**config.mk**
```make
export PLATFORM = sky130hd
export DESIGN_NAME = mem_access
export DESIGN_NICKNAME = d
export VERILOG_FILES = /design/src/rtl/mem_access_pkg.sv /design/src/rtl/mem_access_lane_align.sv /design/src/rtl/mem_access.sv
export SDC_FILE = /design/constraint.sdc
export NUM_CORES = 1
export LEC_CHECK = 0
export ABC_AREA = 0
export CAP_MARGIN = 0
export CORE_AREA = 2 2 148 150
export CTS_CLUSTER_DIAMETER = 100
export DETAILED_ROUTE_END_ITERATION = 8
export DIE_AREA = 0 0 150 152
export REMOVE_ABC_BUFFERS = 1
export SYNTH_ARGS = -nofsm -noshare
export SYNTH_HDL_FRONTEND = slang
export SYNTH_SLANG_ARGS = --single-unit
```
**constraint.sdc**
```tcl
create_clock -name clk -period 2.24 [get_ports clk]
set_input_delay 0.448 -clock clk [delete_from_list [all_inputs] [get_ports clk]]
set_output_delay 0.448 -clock clk [all_outputs]
set_load 0.1 [all_outputs]
```
**src/rtl/mem_access_pkg.sv**
```systemverilog
// Shared types and helpers for the MEM stage: access op codes, FSM states, stall indices.
package mem_access_pkg;

  typedef enum logic [3:0] {
    MemNone = 4'd0,
    MemLb   = 4'd1,
    MemLbu  = 4'd2,
    MemLh   = 4'd3,
    MemLhu  = 4'd4,
    MemLw   = 4'd5,
    MemSb   = 4'd6,
    MemSh   = 4'd7,
    MemSw   = 4'd8
  } mem_op_e;

  typedef enum logic [1:0] {
    StIdle = 2'd0,
    StWait = 2'd1,
    StDone = 2'd2
  } mem_state_e;

  localparam int unsigned STALL_MEM = 4;

  function automatic logic is_load(logic [3:0] op);
    return op inside {MemLb, MemLbu, MemLh, MemLhu, MemLw};
  endfunction

  function automatic logic is_store(logic [3:0] op);
    return op inside {MemSb, MemSh, MemSw};
  endfunction

  function automatic logic is_half(logic [3:0] op);
    return op inside {MemLh, MemLhu, MemSh};
  endfunction

  function automatic logic is_word(logic [3:0] op);
    return op inside {MemLw, MemSw};
  endfunction

endpackage

```
**src/rtl/mem_access_lane_align.sv**
```systemverilog
// Combinational byte-lane logic: bus_sel, store-data replication and load extraction/extension.
module mem_lane_align
  import mem_access_pkg::*;
(
  input  logic [3:0]  op,
  input  logic [1:0]  addr_lo,
  input  logic [31:0] sdata,
  input  logic [31:0] rdata,
  output logic [3:0]  sel,
  output logic [31:0] wdata,
  output logic [31:0] ldata
);

  logic [7:0]  byte_r;
  logic [15:0] half_r;

  always_comb begin
    byte_r = rdata[7:0];
    unique case (addr_lo)
      2'd0: byte_r = rdata[7:0];
      2'd1: byte_r = rdata[15:8];
      2'd2: byte_r = rdata[23:16];
      2'd3: byte_r = rdata[31:24];
      default: byte_r = rdata[7:0];
    endcase
    half_r = addr_lo[1] ? rdata[31:16] : rdata[15:0];
  end

  always_comb begin
    sel   = 4'b0000;
    wdata = sdata;
    ldata = 32'h0;
    case (op)
      MemLb:  begin sel = 4'b0001 << addr_lo; ldata = {{24{byte_r[7]}}, byte_r}; end
      MemLbu: begin sel = 4'b0001 << addr_lo; ldata = {24'h0, byte_r}; end
      MemLh:  begin sel = addr_lo[1] ? 4'b1100 : 4'b0011; ldata = {{16{half_r[15]}}, half_r}; end
      MemLhu: begin sel = addr_lo[1] ? 4'b1100 : 4'b0011; ldata = {16'h0, half_r}; end
      MemLw:  begin sel = 4'b1111; ldata = rdata; end
      MemSb:  begin sel = 4'b0001 << addr_lo; wdata = {4{sdata[7:0]}}; end
      MemSh:  begin sel = addr_lo[1] ? 4'b1100 : 4'b0011; wdata = {2{sdata[15:0]}}; end
      MemSw:  sel = 4'b1111;
      default: sel = 4'b0000;
    endcase
  end

endmodule

```
**src/rtl/mem_access.sv**
```systemverilog
// MEM pipeline stage: result pass-through plus req/ack load/store with a bus watchdog.
// Optional misaligned-access exceptions are enabled by defining MEM_ALIGN_EXC_EN.
module mem_access
  import mem_access_pkg::*;
#(
  parameter int unsigned BUS_TIMEOUT = 255
) (
  input  logic        clk,
  input  logic        rst,
  input  logic [5:0]  stall,
  input  logic [4:0]  mem_wd,
  input  logic [31:0] mem_wdata,
  input  logic        mem_wreg,
  input  logic        mem_whilo,
  input  logic [31:0] mem_hi,
  input  logic [31:0] mem_lo,
  input  logic [3:0]  mem_op,
  input  logic [31:0] mem_addr,
  input  logic [31:0] mem_sdata,
  output logic [4:0]  wb_wd,
  output logic [31:0] wb_wdata,
  output logic        wb_wreg,
  output logic        wb_whilo,
  output logic [31:0] wb_hi,
  output logic [31:0] wb_lo,
  output logic        stallreq,
  output logic        bus_req,
  output logic        bus_we,
  output logic [31:0] bus_addr,
  output logic [3:0]  bus_sel,
  output logic [31:0] bus_wdata,
  input  logic        bus_ack,
  input  logic [31:0] bus_rdata,
`ifdef MEM_ALIGN_EXC_EN
  output logic        excp_adel,
  output logic        excp_ades,
`endif
  output logic        bus_err
);

  localparam logic [9:0] TimeoutLast = 10'(BUS_TIMEOUT - 1);

  mem_state_e  state_q, state_d;
  logic [31:0] ld_buf_q, ld_buf_d;
  logic [9:0]  cnt_q, cnt_d;
  logic        bus_err_q, bus_err_d;
  logic        req, stl, misalign, is_acc;
  logic [3:0]  sel;
  logic [31:0] ldata, ld_src;
  logic        unused_stall;

  assign unused_stall = ^{stall[5], stall[3:0]};

`ifdef MEM_ALIGN_EXC_EN
  assign misalign = (is_half(mem_op) & mem_addr[0]) | (is_word(mem_op) & (mem_addr[1:0] != 2'b00));
`else
  assign misalign = 1'b0;
`endif

  assign is_acc = (is_load(mem_op) | is_store(mem_op)) & ~misalign;

  always_comb begin
    state_d   = state_q;
    ld_buf_d  = ld_buf_q;
    cnt_d     = cnt_q;
    bus_err_d = 1'b0;
    req       = 1'b0;
    stl       = 1'b0;
    unique case (state_q)
      StIdle: begin
        if (is_acc) begin
          req   = 1'b1;
          cnt_d = 10'd0;
          if (bus_ack) begin
            ld_buf_d = bus_rdata;
            state_d  = StDone;
          end else begin
            stl     = 1'b1;
            state_d = StWait;
          end
        end
      end
      StWait: begin
        req = 1'b1;
        stl = 1'b1;
        if (bus_ack) begin
          ld_buf_d = bus_rdata;
          cnt_d    = 10'd0;
          state_d  = StDone;
        end else if (cnt_q == TimeoutLast) begin
          // Watchdog abort: the load result reads as zero.
          ld_buf_d  = 32'h0;
          cnt_d     = 10'd0;
          bus_err_d = 1'b1;
          state_d   = StDone;
        end else begin
          cnt_d = cnt_q + 10'd1;
        end
      end
      StDone: begin
        if (!stall[STALL_MEM]) state_d = StIdle;
      end
      default: state_d = StIdle;
    endcase
  end

  always_ff @(posedge clk or negedge rst) begin
    if (!rst) begin
      state_q   <= StIdle;
      ld_buf_q  <= 32'h0;
      cnt_q     <= 10'd0;
      bus_err_q <= 1'b0;
    end else begin
      state_q   <= state_d;
      ld_buf_q  <= ld_buf_d;
      cnt_q     <= cnt_d;
      bus_err_q <= bus_err_d;
    end
  end

  // Zero-wait completion reads the bus directly; afterwards the buffered word is used.
  assign ld_src = (state_q == StDone) ? ld_buf_q : bus_rdata;

  mem_lane_align u_lane (
    .op      (mem_op),
    .addr_lo (mem_addr[1:0]),
    .sdata   (mem_sdata),
    .rdata   (ld_src),
    .sel     (sel),
    .wdata   (bus_wdata),
    .ldata   (ldata)
  );

  // Gating with rst makes the request drop asynchronously when reset hits mid-access.
  assign bus_req  = rst & req;
  assign stallreq = rst & stl;
  assign bus_we   = rst & req & is_store(mem_op);
  assign bus_sel  = bus_req ? sel : 4'b0000;
  assign bus_addr = {mem_addr[31:2], 2'b00};
  assign bus_err  = bus_err_q;

  assign wb_wd    = mem_wd;
  assign wb_wdata = is_load(mem_op) ? ldata : mem_wdata;
  assign wb_whilo = mem_whilo;
  assign wb_hi    = mem_hi;
  assign wb_lo    = mem_lo;

`ifdef MEM_ALIGN_EXC_EN
  assign wb_wreg   = mem_wreg & ~misalign;
  assign excp_adel = rst & misalign & is_load(mem_op);
  assign excp_ades = rst & misalign & is_store(mem_op);
`else
  assign wb_wreg = mem_wreg;
`endif

endmodule
```
==> qor.txt <==
fin crit share: 132%
power per standard cell area: 823 nW/um^2
area grow syn2layout: 71.6%
largest net degree at the start of global routing: 66
Pre-antenna DRT Iters: 5
DRC Markers: 0
final instance area: 8320 sq um
Row Count: 54
crit start category: register
WP data arrival: 2.50 ns
worst-path fanout max: 8
YS warnings: 0
routed vias/inst: 4.90
Inserted Clock Buffers: 5
ys flop type: dfrtp_1
worst skew pair latency: 0.29 ns
# IOs: 387
Port Buf Inserts: 177
Max-cap violations: 0
htree depth: 2
Die X: 150 um
CTS Buffer Depth: 2
CP required: 1.79 ns
Cell Area, Synth: 4840 sq um
CP Capture Type: output pin
Die Y: 152 um
top cell type's share of synthesized area: 23.2%
Hold Path Class: in -> async
Congestion Overflow GR: 0
global-route wire length before repair: 42,800 um
distinct cell type count after synthesis: 60
CTS root buf: clkbuf_16
die area: 22,800 sq um
synthesis-stage register bit count: 45
routability cong.: 0.952
max frequency: 0.339 GHz
number of fill cells: 2,161
Layout Nets: 957
synth top area cells: dfrtp_1 (23%), buf_4 (17%), mux2i_1 (5.8%)
Final Skew: 0.00586 ns
Synth Instances: 604
initial antenna violation count: 2
min cycle time layout: 2.95 ns
RSZ-0062 raised after global routing: true
fin. max-slew vios: 0
Starting Density: 22.7%
via count: 5,032
worst hold slack: 0.359 ns
Worst-Margin Slew: 0.646 ns
antenna-violating nets left: 0
Core Region: 21,400 sq um
failing checks: setup timing
vias in the first global route: 4,957
Mapped Avg Cell Area: 8.02 sq um
DRT iter0 DRCs: 232
asr flop ratio synth: 100%
Post-DP Area: 7400 sq um
DP HPWL: 27,500 um
setup ws final: -0.709 ns
status: complete, but fails checks
register area share after synthesis: 23.2%
Synth area leader: dfrtp_1
EDFF count, synth: 0
class of the most critical setup path: reg -> out
Slew headroom: 56.9%
Final setup violation count: 40
multi-input logic area: 2990 sq um
Routed Wire Length: 32,700 um
CTS sink count: 45
endpoints failing hold: 0
leakage: 3.44 nW
overall global routing resource usage: 27.6%
Seq. cell area: 1130 sq um
layout cells sized above 1: 38.7%
CTS tree: built
Clock transition at path regs: 0.07 ns
maximum VDD drop: 0.000567 V
routed length per instance: 31.8 um
[flip-flops by register name (all words and copies together) (netlist names)]
| signal | count |
|---|---|
| ld_buf_q | 32 |
| cnt_q | 10 |
| state_q | 2 |
| bus_err | 1 |
[cells by family after synthesis]
group	after synthesis	synth area share, %
adders and majority gates	2	0.516
DFF	45	23.2
muxes	50	11.1
buffers and inverters	197	24.9
other	1	0.0774
xor gates and xnor gates	7	1.27
and+or+nand+nor	167	17.6
AOI/OAI and AO/OA	135	21.2
[where the power goes]
part | switching, mW | internal [mW]
logic | 2.74 | 1.94
clock network | 0.329 | 0.558
registers | 0.167 | 1.12
[metal layers]
layer | track usage [%] | share of wire, % | up-vias
met3 | 19.4 | 16 | 45
met2 | 47.6 | 49 | 427
met4 | 15.5 | 6.7 | 6
li1 | - | - | 2259
met5 | 7.83 | 0.77 | -
met1 | 22.5 | 27 | 2295
[stage by stage]
stage / setup WS, ns / util (%) / power, mW / instances / setup TNS, ns
after floorplan: -3.63 / - / 3.70 / 455 / -178.65
after global placement: -0.862 / 34.7 / 5.54 / 999 / -49.52
after detailed placement: -0.869 / 34.7 / 5.57 / 999 / -51.52
after CTS: -0.723 / 37.6 / 6.77 / 1016 / -21.11
after global routing: -0.791 / 38.9 / 7.21 / 1025 / -23.78
final: -0.709 / 38.9 / 6.85 / 1026 / -20.17
[Yosys cell counts (2+ instances only)]
master     count
a2111oi_0      3
a21boi_0       2
a21o_1         5
a21oi_1       24
a222oi_1      12
a22oi_1        3
a31oi_1       10
a31oi_4       10
and3_1         2
and3b_1        4
buf_2         14
buf_4        112
buf_6          2
clkbuf_1      20
dfrtp_1       45
ha_1           2
inv_1         46
mux2_2        21
mux2i_1       28
nand2_1       29
nand2b_1      13
nand3_1       36
nand3b_1       4
nand4_1        2
nor2_1        49
nor2b_1        6
nor3_1         2
nor4b_1        2
o211ai_1       4
o21a_1         4
o21ai_0       30
o21ai_1       16
o221ai_1       3
or2_2          8
xnor2_1        4
xor2_1         3
[final timing paths]
| path | from | to | slack (ns) | cells after the start |
|---|---|---|---|---|
| worst max-delay path | state_q[1]$_DFFE_PN0P_ | wb_wdata[30] | -0.71 | 9 |
| worst min-delay path | rst | cnt_q[3]$_DFFE_PN0P_ | 0.36 | 2 |
| worst max register to register | state_q[0]$_DFFE_PN0P_ | ld_buf_q[21]$_DFFE_PN0P_ | 0.29 | 8 |
| worst min register to register | ld_buf_q[28]$_DFFE_PN0P_ | ld_buf_q[28]$_DFFE_PN0P_ | 0.52 | 2 |
| max in group asynchronous | rst | ld_buf_q[5]$_DFFE_PN0P_ | 1.42 | 2 |
| min in group clk | ld_buf_q[28]$_DFFE_PN0P_ | ld_buf_q[28]$_DFFE_PN0P_ | 0.52 | 2 |
[timing repair]
action,4_1_cts,5_1_grt
pin swaps,18,14
setup endpoints to repair,95,58
gates cloned,0,1
gates resized for setup,116,49
setup buffers,11,12
hold buffers,0,0
[layout by cell type (no fill, tap or decap), types with 3 or more instances in the layout]
master	Yosys	final
clkdlybuf4s50_1	0	96
buf_12	1	84
buf_4	112	76
nor2_1	49	46
inv_1	46	45
dfrtp_1	45	44
nand3_1	36	36
mux2i_1	28	28
o21ai_0	30	27
nand2_1	29	26
o21ai_1	16	18
a31oi_4	10	16
buf_6	2	15
mux2_4	0	13
a222oi_1	12	12
nand2b_1	13	11
a21oi_1	24	10
a21oi_4	0	9
mux2_2	21	8
or2_2	8	8
clkbuf_16	0	6
a21o_1	5	5
a21oi_2	0	5
nand3b_1	4	4
o21a_1	4	4
a31oi_1	10	4
o211ai_1	4	4
xnor2_1	4	4
nor2_4	0	3
xor2_1	3	3
o221ai_2	0	3
dlygate4sd2_1	0	3
buf_2	14	3
buf_8	0	3
[area by class of cell]
type	count	area share, %
timing repair buffer	281	42.0
multi-input combinational	363	35.9
clock buffer	7	1.72
sequential	45	13.6
antenna	2	0.0602
inverter	47	2.15
tap	280	4.21
clock inverter	1	0.361
[worst max-delay path, cell delays in order (launching register included)]
cell	delay [ns]
dfrtp_1	0.42
buf_6	0.14
and3b_2	0.22
a2111oi_4	0.43
nor4_4	0.11
o21ai_4	0.22
buf_12	0.18
buf_12	0.16
a31oi_4	0.13
buf_12	0.19
No activity file was read; power rests on OpenSTA's default activity.
